File: config.mk
export PLATFORM = sky130hd
export DESIGN_NAME = up_down_mod_counter
export DESIGN_NICKNAME = d
export VERILOG_FILES = /design/src/rtl/up_down_mod_counter.sv
export SDC_FILE = /design/constraint.sdc
export NUM_CORES = 1
export LEC_CHECK = 0
export ABC_AREA = 1
export BUFFER_PORTS_ARGS = -buffer_cell sky130_fd_sc_hd__buf_2
export CAP_MARGIN = 20
export CORE_MARGIN = 2
export CORE_UTILIZATION = 45
export CTS_CLUSTER_DIAMETER = 80
export DETAILED_ROUTE_END_ITERATION = 8
export GPL_TIMING_DRIVEN = 0
export HOLD_SLACK_MARGIN = 0.08
export PLACE_DENSITY = 0.69
export SYNTH_ARGS = -nofsm -noshare
export SYNTH_HDL_FRONTEND = slang
export SYNTH_SLANG_ARGS = --single-unit
export TNS_END_PERCENT = 1
File: constraint.sdc
create_clock -name clk -period 2.74 [get_ports clk]
set_input_delay 0.411 -clock clk [delete_from_list [all_inputs] [get_ports clk]]
set_output_delay 0.411 -clock clk [all_outputs]
set_load 0.02 [all_outputs]
File: src/rtl/up_down_mod_counter.sv
// Bounded up/down counter: modulus 0..limit, wrap or saturate at either end,
// synchronous load and a registered terminal-count pulse.
module up_down_mod_counter #(
  parameter int             N         = 4,
  parameter logic [N-1:0]   RESET_VAL = '0
) (
  input  logic         clk,
  input  logic         reset,
  input  logic         en,
  input  logic         ctrl,
  input  logic         sat,
  input  logic         load,
  input  logic [N-1:0] load_val,
  input  logic [N-1:0] limit,
  output logic [N-1:0] q,
  output logic         tc
);

  logic [N-1:0] q_q, q_d;
  logic         tc_q, tc_d;

  // Boundaries are detected by explicit compares, so limit == 2**N-1 never
  // depends on the adder rolling over.
  always_comb begin
    q_d  = q_q;
    tc_d = 1'b0;
    if (load) begin
      q_d = (load_val > limit) ? limit : load_val;
    end else if (en) begin
      if (q_q > limit) begin
        q_d = limit;
      end else if (!ctrl) begin
        if (q_q == limit) begin
          tc_d = 1'b1;
          q_d  = sat ? q_q : '0;
        end else begin
          q_d = q_q + N'(1);
        end
      end else begin
        if (q_q == '0) begin
          tc_d = 1'b1;
          q_d  = sat ? q_q : limit;
        end else begin
          q_d = q_q - N'(1);
        end
      end
    end
  end

  always_ff @(posedge clk or negedge reset) begin
    if (!reset) begin
      q_q  <= RESET_VAL;
      tc_q <= 1'b0;
    end else begin
      q_q  <= q_d;
      tc_q <= tc_d;
    end
  end

  assign q  = q_q;
  assign tc = tc_q;

endmodule
==> results of run 1 <==
==> per-layer routing <==
| metal | global-route usage (%) | share of wire (%) |
|---|---|---|
| met1 | 24.4 | 48 |
| met2 | 32.9 | 48 |
| met3 | 4.62 | 3.7 |
| met4 | 0 | 0 |
| met5 | 0 | 0 |
==> power breakdown <==
group	internal, mW	total [mW]	switching [mW]
clock network	0.0549	0.0833	0.0284
registers	0.0992	0.148	0.0486
logic	0.187	0.502	0.315
total	0.341	0.733	0.392
==> flip-flops by register name, summed over array words and instances, names as in the netlist <==
register	cells
q	4
tc	1
==> cell families (layout without fill, tap and decap cells) <==
family,count (synthesis),after routing
DFF,5,5
buffers and inverters,23,45
xor gates and xnor gates,1,1
AOI/OAI and AO/OA,8,8
adders and majority gates,10,10
and+or+nand+nor,86,86
==> cell type report <==
| type | instances | area (um2) | area share (%) |
|---|---|---|---|
| Buffer | 2 | 25.0 | 2.56 |
| Clock buffer | 4 | 26.3 | 2.69 |
| Inverter | 21 | 78.8 | 8.08 |
| Multi-Input combinational cell | 105 | 594 | 60.9 |
| Sequential cell | 5 | 125 | 12.8 |
| Tap cell | 25 | 31.3 | 3.21 |
| Timing Repair Buffer | 18 | 95.1 | 9.74 |
==> timing repair <==
item / CTS / global route
hold buffers: 1 / 0
endpoints found under the setup margin: 0 / 0
hold endpoints to repair: 5 / 0
resized for setup: 0 / 0
==> stage by stage <==
step	cell area, um2	instances	hold WS (ns)	util (%)
detailed placement	940	175	0.230	54.4
CTS	976	180	0.438	56.5
global placement	940	175	0.224	54.4
floorplan	823	133	0.115	-
finish	976	180	0.441	56.5
global route	976	180	0.449	56.5
==> final timing paths <==
kind / from / endpoint / slack, ns / cells after the start
min in group asynchronous: reset / q[0] / 0.51 / 2
setup / recovery: q[3] / q[2] / 0.87 / 10
setup reg to reg: q[3] / q[2] / 0.87 / 10
hold / removal: en / tc / 0.44 / 3
hold reg to reg: q[0] / q[0] / 0.60 / 2
max in group asynchronous: reset / q[2] / 2.10 / 2
==> Yosys cell counts (2+ instances only) <==
library cell  instances  area share (%)
inv_1                18             8.2
nor2_1                5             2.3
nand4_1               2             1.5
a21oi_1               2             1.2
nand3_1              26              16
inv_2                 2            0.91
ha_1                 10              15
dfrtp_1               5              15
nand2_2               4             3.0
nand3_2               3             3.6
nand2_1              42              19
==> tightest hold or removal path, cell delays in order <==
cell	delay, ns
buf_2	0.12
nand3_1	0.08
nor2_1	0.04
==> out/qor.json, run 1 <==
{
  "drt": {
    "total_number_of_vias": 888,
    "drc": 0,
    "wl_per_cell_um": 10.4,
    "detailedRoute.firstPassIterationCount": 4,
    "drt_iter0_markers": 16,
    "detail-route-antenna-nets": 0,
    "via_per_inst": 4.93,
    "detailed_route_wl_um": 1880
  },
  "clock_tree": {
    "cts-htree-levels": 1,
    "clock_path_buffers": 2,
    "cts_tree": "done",
    "clk_slew_on_worst_s_h_paths_ns": 0.04,
    "clock_sinks": 5,
    "cts.root.buffer_cell": "clkbuf_4",
    "worst_skew_pair.late_latency_ns": 0.24,
    "cts_setup_buffers": 0,
    "tritoncts.num_buffers": 3
  },
  "global_route": {
    "first_global_vias": 721,
    "grt_antenna_before_repair": 0,
    "gr-total-overflow": 0,
    "globalRouteTotalUtil_pct": 18.6,
    "grt_first_pass_wirelength_um": 2950,
    "grt_start_max_net_pins": 10
  },
  "logic_synthesis": {
    "yosys.area_share.adder_pct": 15.2,
    "async_reset_ff_share_pct": 100,
    "postSynth.topFlopCell": "dfrtp_1",
    "synth-compound-area-share_pct": 6.08,
    "syn_nets": 157,
    "synth_top_family_by_area": "simple AND/OR/NAND/NOR gates",
    "ys_ff_latch": 5,
    "synthSimpleGateAreaFrac_pct": 49.8,
    "yosys-mux-area-fraction_pct": 0,
    "synth_area_um2": 823,
    "yosysSeqAreaShare_pct": 15.2,
    "synthCells": 133,
    "parity_gate_share_of_the_synthesized_area_counting_xor_and_xnor_cells_pct": 1.06,
    "post_synth_num_cell_types": 25,
    "syn-mean-instance-area_um2": 6.19,
    "synth_edf_count": 0,
    "ys_warn_count": 0
  },
  "die": {
    "die_height_um": 46.8,
    "core_region_area_um2": 1730,
    "start_util_pct": 47.7,
    "chipWidth_um": 46.8,
    "num_rows": 15,
    "floorplan.io_pins": 19,
    "design.die.area_um2": 2190
  },
  "worst_hold_path": {
    "hold_path.class": "primary input to flip-flop"
  },
  "pwr": {
    "power.ir.vdd_worst_v": 0.000502,
    "p_leak_nw": 0.577,
    "power.total_mw": 0.733,
    "power_per_cell_area_nw_per_um2": 751
  },
  "worst_setup_path": {
    "timing.critical_path.to_type": "flip-flop",
    "timing.critical_path.mode_cell": "nand2_1",
    "critical_path.cell_chain": "ha_1 > nand2_1 > inv_2 > nand3_2 > nand2_2 > nand2_2 > nor2_4 > a31oi_1 > nand2_1 > nand2_1",
    "critical-path-max-stage-delay_ns": 0.47,
    "critical_path.n_buffers_inverters": 1,
    "worst-setup-path-type": "flip-flop to flip-flop",
    "critical_path.startpoint_type": "flip-flop",
    "slowest_stage": "dfrtp_1",
    "critical_path.top_delay_family": "simple AND/OR/NAND/NOR gates",
    "critPathMaxFanout": 9,
    "timing.critical_path.required_ns": 2.86,
    "critical_path_arrival_ns": 1.99
  },
  "timing": {
    "setup_tns_ns": 0,
    "fin_ws_ns": 0.871,
    "report.final.hold_viol_count": 0,
    "fin_crit_sh_pct": 68.2,
    "clock-skew-final_ns": 0.00174,
    "slew-limit-headroom_pct": 75.6,
    "unrepaired_setup_endpoints_after_global_routing": "no",
    "finalSetupViolations": 0,
    "fmax_mhz": 535,
    "worst_pin_slew_ns": 0.364,
    "final_max_slew_viol_count": 0,
    "final_period_minus_worst_setup_slack_ns": 1.87
  },
  "outcome": {
    "run_status": "finished clean"
  },
  "final_layout": {
    "fillerInstances": 187,
    "layout.cells.most_common_list": "42 x nand2_1, 26 x nand3_1, 18 x inv_1",
    "area_growth_syn_to_layout_pct": 18.5,
    "num_antenna_cells": 0,
    "nNetsFinal": 180,
    "drive_gt1_share_pct": 22.6,
    "layout_commonest_cell": "nand2_1"
  },
  "place": {
    "gp_congestion": 0.861,
    "place_hpwl_um": 1550,
    "pre_cts_ws_ns": 0.793,
    "placement.io_buffers": 17
  },
  "job": {
    "max_capacitance_violation_total": 0
  }
}
Note: power is estimated with default switching activity, not from simulation.
==> run 2, diff against run 1 <==
- PLACE_DENSITY: 0.69 -> 0.71
- clock period: 2.74 -> 1.6 ns (I/O delays scaled with it)
==> run 2 against run 1 <==
Compared with the run above:
- the run now ends with negative setup slack left
- fmax up 15%
- final area increased by 13%
- critical path depth is 1 higher
- sequential power increased by 49%
- sequential share of layout area down 1.2 points
- non-clock buffer count up 7
- die area did not move
- register-to-register slack worse by 0.89 ns
- sequential cell count did not move
- combinational power grew 120%
- first-iteration DRC count down 13%
- critical endpoint is now q[0]
- largest power group unchanged
==> out/qor.json, run 2 (synthesis gave the netlist of run 1 again) <==
{
  "outcome": {
    "run_status": {"value": "finished with violations", "change": "was finished clean"},
    "violations": "negative setup slack"
  },
  "worst_hold_path": {
    "hold_path.class": {"value": "primary input to flip-flop", "change": "unchanged"}
  },
  "final_layout": {
    "area_growth_syn_to_layout": {"value": 34.5, "unit": "%", "change": "was 18.5%"},
    "nNetsFinal": {"value": 187, "change": "was 180"},
    "num_antenna_cells": {"value": 0, "change": "unchanged"},
    "drive_gt1_share": {"value": 31.5, "unit": "%", "change": "was 22.6%"},
    "final_core_util": {"value": 64.1, "unit": "%", "change": "was 56.5%"},
    "layout.cells.most_common_list": {"value": "41 x nand2_1, 25 x nand3_1, 17 x inv_1, 17 x buf_2, 9 x ha_1", "change": "was 42 x nand2_1, 26 x nand3_1, 18 x inv_1"},
    "fillerInstances": {"value": 179, "change": "was 187"},
    "final_cell_area": {"value": 1110, "unit": "um2", "change": "was 976 um2"},
    "max_ffs_per_register": {"value": 4, "change": "unchanged"},
    "layout_commonest_cell": {"value": "nand2_1", "change": "unchanged"},
    "finalNonFillerCells": {"value": 187, "change": "was 180"}
  },
  "clock_tree": {
    "clock_path_buffers": {"value": 2, "change": "unchanged"},
    "clk_slew_on_worst_s_h_paths": {"value": 0.05, "unit": "ns", "change": "was 0.04 ns"},
    "clock_sinks": {"value": 5, "change": "unchanged"},
    "cts.root.buffer_cell": {"value": "clkbuf_4", "change": "unchanged"},
    "tritoncts.num_buffers": {"value": 3, "change": "unchanged"},
    "worst_skew_pair.late_latency": {"value": 0.25, "unit": "ns", "change": "was 0.24 ns"},
    "cts-htree-levels": {"value": 1, "change": "unchanged"},
    "cts_tree": {"value": "done", "change": "unchanged"}
  },
  "worst_setup_path": {
    "timing.critical_path.to_type": {"value": "flip-flop", "change": "unchanged"},
    "timing.critical_path.required": {"value": 1.78, "unit": "ns", "change": "was 2.86 ns"},
    "worst-setup-path-type": {"value": "flip-flop to flip-flop", "change": "unchanged"},
    "critPathMaxFanout": {"value": 7, "change": "was 9"},
    "critical_path_arrival": {"value": 1.80, "unit": "ns", "change": "was 1.99 ns"},
    "critical_path.startpoint_type": {"value": "flip-flop", "change": "unchanged"}
  },
  "die": {
    "design.die.area": {"value": 2190, "unit": "um2", "change": "unchanged"},
    "core_region_area": {"value": 1730, "unit": "um2", "change": "unchanged"},
    "floorplan.io_pins": {"value": 19, "change": "unchanged"},
    "start_util": {"value": 47.7, "unit": "%", "change": "unchanged"},
    "num_rows": {"value": 15, "change": "unchanged"},
    "die_height": {"value": 46.8, "unit": "um", "change": "unchanged"},
    "chipWidth": {"value": 46.8, "unit": "um", "change": "unchanged"}
  },
  "drt": {
    "total_number_of_vias": {"value": 921, "change": "was 888"},
    "drc": {"value": 0, "change": "unchanged"},
    "detailedRoute.firstPassIterationCount": {"value": 4, "change": "unchanged"},
    "detailed_route_wl": {"value": 1960, "unit": "um", "change": "was 1880 um"},
    "wl_per_cell": {"value": 10.5, "unit": "um", "change": "was 10.4 um"},
    "detail-route-antenna-nets": {"value": 0, "change": "unchanged"},
    "drt_iter0_markers": {"value": 14, "change": "was 16"},
    "via_per_inst": {"value": 4.93, "change": "about the same"}
  },
  "global_route": {
    "globalRouteTotalUtil": {"value": 20.5, "unit": "%", "change": "was 18.6%"},
    "first_global_vias": {"value": 802, "change": "was 721"},
    "gr-total-overflow": {"value": 0, "change": "unchanged"},
    "grt_start_max_net_pins": {"value": 10, "change": "unchanged"},
    "grt_first_pass_wirelength": {"value": 3260, "unit": "um", "change": "was 2950 um"},
    "grt_antenna_before_repair": {"value": 0, "change": "unchanged"}
  },
  "place": {
    "pre_cts_ws": {"value": -0.0916, "unit": "ns", "change": "was 0.793 ns"},
    "placement.io_buffers": {"value": 17, "change": "unchanged"},
    "place_hpwl": {"value": 1500, "unit": "um", "change": "was 1550 um"},
    "gp_congestion": {"value": 0.865, "change": "was 0.861"},
    "placed_cells_incl_taps": {"value": 175, "change": "unchanged"},
    "placement.cell_area": {"value": 956, "unit": "um2", "change": "was 940 um2"}
  },
  "timing": {
    "setup_tns": {"value": -0.0603, "unit": "ns", "change": "was 0 ns"},
    "fin_crit_sh": {"value": 101, "unit": "%", "change": "was 68.2%"},
    "worst_pin_slew": {"value": 0.222, "unit": "ns", "change": "was 0.364 ns"},
    "unrepaired_setup_endpoints_after_global_routing": {"value": "yes", "change": "was no"},
    "finalSetupViolations": {"value": 4, "change": "was 0"},
    "clock-skew-final": {"value": 0.00310, "unit": "ns", "change": "was 0.00174 ns"},
    "final_period_minus_worst_setup_slack": {"value": 1.62, "unit": "ns", "change": "was 1.87 ns"},
    "fin_ws": {"value": -0.0232, "unit": "ns", "change": "was 0.871 ns"},
    "report.final.hold_viol_count": {"value": 0, "change": "unchanged"},
    "slew-limit-headroom": {"value": 85.2, "unit": "%", "change": "was 75.6%"},
    "fmax": {"value": 616, "unit": "MHz", "change": "was 535 MHz"},
    "hold_ws": {"value": 0.278, "unit": "ns", "change": "was 0.441 ns"},
    "final_max_slew_viol_count": {"value": 0, "change": "unchanged"}
  },
  "pwr": {
    "p_leak": {"value": 0.619, "unit": "nW", "change": "was 0.577 nW"},
    "power.total": {"value": 1.49, "unit": "mW", "change": "was 0.733 mW"},
    "power.ir.vdd_worst": {"value": 0.000702, "unit": "V", "change": "was 0.000502 V"},
    "power_per_cell_area": {"value": 1350, "unit": "nW/um2", "change": "was 751 nW/um2"}
  },
  "job": {
    "max_capacitance_violation_total": {"value": 0, "change": "unchanged"}
  }
}
## run 2: cell types whose count changed in the layout (fill, tap and decap cells not counted), sizes merged
cell  previous run  this run
buf             18        25
## run 2: what timing repair did
item                                    in CTS  in global routing
endpoints found under the hold margin        5                  0
pin swaps                                    3                 10
hold buffers                                 1                  0
buffers inserted                             4                  3
endpoints found under the setup margin       4                  4
gates resized for setup                      4                  7
## run 2: layout make-up
class | count | area (um2) | area share (%)
Tap cell | 25 | 31.3 | 2.82
Inverter | 21 | 78.8 | 7.12
Multi-Input combinational cell | 105 | 669 | 60.5
Sequential cell | 5 | 129 | 11.6
Buffer | 2 | 25.0 | 2.26
Clock buffer | 4 | 26.3 | 2.37
Timing Repair Buffer | 25 | 148 | 13.3
## run 2: per-layer routing
metal  vias up  GRT usage (%)  share of wire, %
met5         -              0                 0
met4         0              0                 0
met3         0           5.77               3.2
met2        13           36.7                49
met1       416           26.0                48
li1        492              -                 -
## run 2: worst paths after layout
| kind | from | slack (ns) | end | cells after the start |
|---|---|---|---|---|
| worst max-delay path | q[3] | -0.02 | q[0] | 11 |
| worst min-delay path | en | 0.28 | tc | 3 |
| worst max register to register | q[3] | -0.02 | q[0] | 11 |
| worst min register to register | q[1] | 0.52 | q[1] | 2 |
| max in group asynchronous | reset | 1.12 | q[0] | 2 |
| min in group asynchronous | reset | 0.33 | tc | 2 |
## run 2: power by group
part | switching [mW] | internal [mW] | leakage, nW | total, mW
clock | 0.0551 | 0.0945 | 0.0150 | 0.150
sequential | 0.0441 | 0.177 | 0.0591 | 0.221
combinational | 0.667 | 0.456 | 0.545 | 1.12
## run 2: critical path: stages (launching register included)
cell	delay, ns
dfrtp_2	0.42
ha_4	0.28
nand2_2	0.04
inv_2	0.07
nand3_4	0.10
nand2_2	0.11
nand2_4	0.07
nor2_4	0.14
nand3_2	0.10
o21ai_4	0.09
nand2_1	0.07
nand2_1	0.06
==> run 3, diff against run 2 <==
- BUFFER_PORTS_ARGS: -buffer_cell sky130_fd_sc_hd__buf_2 -> -buffer_cell sky130_fd_sc_hd__buf_4
- CORE_UTILIZATION: 45 -> 48
- GPL_TIMING_DRIVEN: 0 -> unset
- PLACE_DENSITY: 0.71 -> 0.75
==> run 3 against run 2 <==
Compared with the run above:
- the run still ends with negative setup slack left
- final area grew 2.4%
- highest routed layer is now met4
- utilization up 8.6 points
- non-clock buffer count is 1 higher
- die area shrank 5.7%
- sequential power hardly changed
- critical path depth decreased by 2
- critical path type unchanged
- largest cell class unchanged
- fmax rose by 1.4%
- first-iteration DRC count up 50%
- combinational power up 4%
- count of clock-buffer cells in the layout stayed put
- wire length increased by 8.6%
==> out/qor.json, run 3 (synthesis gave the netlist of run 1 again) <==
{
  "outcome": {
    "run_status": {"value": "finished with violations", "change": "unchanged"},
    "violations": {"value": "negative setup slack", "change": "unchanged"}
  },
  "timing": {
    "finalSetupViolations": {"value": 1, "change": "was 4"},
    "fin_crit_sh": {"value": 100, "unit": "%", "change": "was 101%"},
    "report.final.hold_viol_count": {"value": 0, "change": "unchanged"},
    "fmax": {"value": 625, "unit": "MHz", "change": "was 616 MHz"},
    "slew-limit-headroom": {"value": 81.9, "unit": "%", "change": "was 85.2%"},
    "final_max_slew_viol_count": {"value": 0, "change": "unchanged"},
    "clock-skew-final": {"value": 0.00369, "unit": "ns", "change": "was 0.00310 ns"},
    "hold_ws": {"value": 0.272, "unit": "ns", "change": "was 0.278 ns"},
    "worst_pin_slew": {"value": 0.271, "unit": "ns", "change": "was 0.222 ns"},
    "final_period_minus_worst_setup_slack": {"value": 1.60, "unit": "ns", "change": "was 1.62 ns"},
    "fin_ws": {"value": -0.00113, "unit": "ns", "change": "was -0.0232 ns"},
    "unrepaired_setup_endpoints_after_global_routing": {"value": "yes", "change": "unchanged"},
    "setup_tns": {"value": -0.00113, "unit": "ns", "change": "was -0.0603 ns"}
  },
  "final_layout": {
    "final_core_util": {"value": 72.7, "unit": "%", "change": "was 64.1%"},
    "layout_commonest_cell": {"value": "nand2_1", "change": "unchanged"},
    "layout.cells.most_common_list": {"value": "41 x nand2_1, 27 x buf_4, 24 x nand3_1", "change": "was 41 x nand2_1, 25 x nand3_1, 17 x inv_1, 17 x buf_2, 9 x ha_1"},
    "num_antenna_cells": {"value": 0, "change": "unchanged"},
    "area_growth_syn_to_layout": {"value": 37.7, "unit": "%", "change": "was 34.5%"},
    "max_ffs_per_register": {"value": 4, "change": "unchanged"},
    "nNetsFinal": {"value": 188, "change": "was 187"},
    "drive_gt1_share": {"value": 31.9, "unit": "%", "change": "was 31.5%"}
  },
  "global_route": {
    "first_global_vias": {"value": 828, "change": "was 802"},
    "grt_antenna_before_repair": {"value": 0, "change": "unchanged"},
    "gr-total-overflow": {"value": 0, "change": "unchanged"},
    "grt_first_pass_wirelength": {"value": 3440, "unit": "um", "change": "was 3260 um"},
    "grt_start_max_net_pins": {"value": 10, "change": "unchanged"},
    "globalRouteTotalUtil": {"value": 22.9, "unit": "%", "change": "was 20.5%"}
  },
  "worst_setup_path": {
    "critical_path.startpoint_type": {"value": "flip-flop", "change": "unchanged"},
    "timing.critical_path.to_type": {"value": "flip-flop", "change": "unchanged"},
    "timing.critical_path.mode_cell": "nand2_1",
    "critical_path_arrival": {"value": 1.74, "unit": "ns", "change": "was 1.80 ns"},
    "critical-path-max-stage-delay": {"value": 0.42, "unit": "ns", "change": "about the same"},
    "worst-setup-path-type": {"value": "flip-flop to flip-flop", "change": "unchanged"},
    "slowest_stage": {"value": "dfrtp_2", "change": "unchanged"},
    "timing.critical_path.required": {"value": 1.74, "unit": "ns", "change": "was 1.78 ns"},
    "critPathMaxFanout": {"value": 8, "change": "was 7"},
    "critical_path.cell_chain": {"value": "ha_4 > a21oi_1 > nand3_4 > nand2_4 > nand2_1 > nand2_1 > nand3_1 > nand2_1 > nand2_1", "change": "was ha_4 > nand2_2 > inv_2 > nand3_4 > nand2_2 > nand2_4 > nor2_4 > nand3_2 > o21ai_4 > nand2_1 > nand2_1"}
  },
  "clock_tree": {
    "worst_skew_pair.late_latency": {"value": 0.25, "unit": "ns", "change": "about the same"},
    "tritoncts.num_buffers": {"value": 3, "change": "unchanged"},
    "cts.root.buffer_cell": {"value": "clkbuf_4", "change": "unchanged"},
    "clk_slew_on_worst_s_h_paths": {"value": 0.05, "unit": "ns", "change": "about the same"},
    "clock_sinks": {"value": 5, "change": "unchanged"},
    "clock_path_buffers": {"value": 2, "change": "unchanged"},
    "cts_tree": {"value": "done", "change": "unchanged"},
    "cts-htree-levels": {"value": 1, "change": "unchanged"}
  },
  "job": {
    "max_capacitance_violation_total": {"value": 0, "change": "unchanged"}
  },
  "drt": {
    "drc": {"value": 0, "change": "unchanged"},
    "wl_per_cell": {"value": 11.9, "unit": "um", "change": "was 10.5 um"},
    "total_number_of_vias": {"value": 957, "change": "was 921"},
    "detail-route-antenna-nets": {"value": 0, "change": "unchanged"},
    "via_per_inst": {"value": 5.35, "change": "was 4.93"},
    "detailed_route_wl": {"value": 2130, "unit": "um", "change": "was 1960 um"},
    "detailedRoute.firstPassIterationCount": {"value": 4, "change": "unchanged"},
    "drt_iter0_markers": {"value": 21, "change": "was 14"}
  },
  "die": {
    "floorplan.io_pins": {"value": 19, "change": "unchanged"},
    "start_util": {"value": 52.8, "unit": "%", "change": "was 47.7%"},
    "num_rows": {"value": 14, "change": "was 15"},
    "core_region_area": {"value": 1560, "unit": "um2", "change": "was 1730 um2"},
    "chipWidth": {"value": 45.4, "unit": "um", "change": "was 46.8 um"},
    "die_height": {"value": 45.4, "unit": "um", "change": "was 46.8 um"},
    "design.die.area": {"value": 2060, "unit": "um2", "change": "was 2190 um2"}
  },
  "pwr": {
    "power.total": {"value": 1.54, "unit": "mW", "change": "was 1.49 mW"},
    "power_per_cell_area": {"value": 1350, "unit": "nW/um2", "change": "about the same"},
    "p_leak": {"value": 0.633, "unit": "nW", "change": "was 0.619 nW"},
    "power.ir.vdd_worst": {"value": 0.000579, "unit": "V", "change": "was 0.000702 V"}
  },
  "worst_hold_path": {
    "hold_path.class": {"value": "primary input to flip-flop", "change": "unchanged"}
  },
  "place": {
    "gp_congestion": {"value": 0.854, "change": "was 0.865"},
    "placement.io_buffers": {"value": 18, "change": "was 17"},
    "pre_cts_ws": {"value": -0.0544, "unit": "ns", "change": "was -0.0916 ns"},
    "place_hpwl": {"value": 1740, "unit": "um", "change": "was 1500 um"}
  }
}
## run 3: final timing paths
kind,from,end,slack [ns],cells after the start
min,en,tc,0.27,3
max reg2reg,q[3],q[1],-0.001,9
max,q[3],q[1],-0.001,9
min in group asynchronous,reset,q[2],0.32,2
min reg2reg,q[0],q[0],0.63,3
max in group asynchronous,reset,q[0],1.15,2
## run 3: through the flow
stage | instance area, um2 | cells
5_1_grt | 1130 | 179
2_1_floorplan | 840 | 133
4_1_cts | 1080 | 178
3_5_place_dp | 1030 | 173
3_3_place_gp | 1030 | 173
6_report | 1130 | 179
## run 3: critical path: cells and delay by family (launching register included)
family	cells	cell delay, ns
and+or+nand+nor	7	0.61
DFF	1	0.42
AOI/OAI and AO/OA	1	0.24
adders and majority gates	1	0.23
## run 3: layout make-up
| type | count | area (um2) |
|---|---|---|
| Sequential cell | 5 | 128 |
| Timing Repair Buffer | 28 | 213 |
| Fill cell | 135 | 425 |
| Inverter | 21 | 81.3 |
| Tap cell | 16 | 20.0 |
| Multi-Input combinational cell | 105 | 666 |
| Clock buffer | 4 | 26.3 |
## run 3: per-layer routing
metal | global-route usage, % | vias to the layer above | wire length, um
met5 | 0 | - | 0
met1 | 28.0 | 444 | 936
li1 | - | 492 | -
met3 | 3.57 | 2 | 48
met2 | 41.4 | 19 | 1130
met4 | 5.29 | 0 | 14
## run 3: what timing repair did
item / 4_1_cts / 5_1_grt
setup buffers: 0 / 1
cloned: 0 / 0
hold buffers: 1 / 0
gates resized for setup: 2 / 8
setup endpoints to repair: 2 / 4
hold endpoints to repair: 5 / 0
pin swaps: 0 / 5
## run 3: power by group
group	total [mW]	leakage (nW)	internal (mW)	switching (mW)
Clock	0.159	0.0150	0.0950	0.0635
Combinational	1.16	0.558	0.482	0.676
Sequential	0.219	0.0603	0.174	0.0452
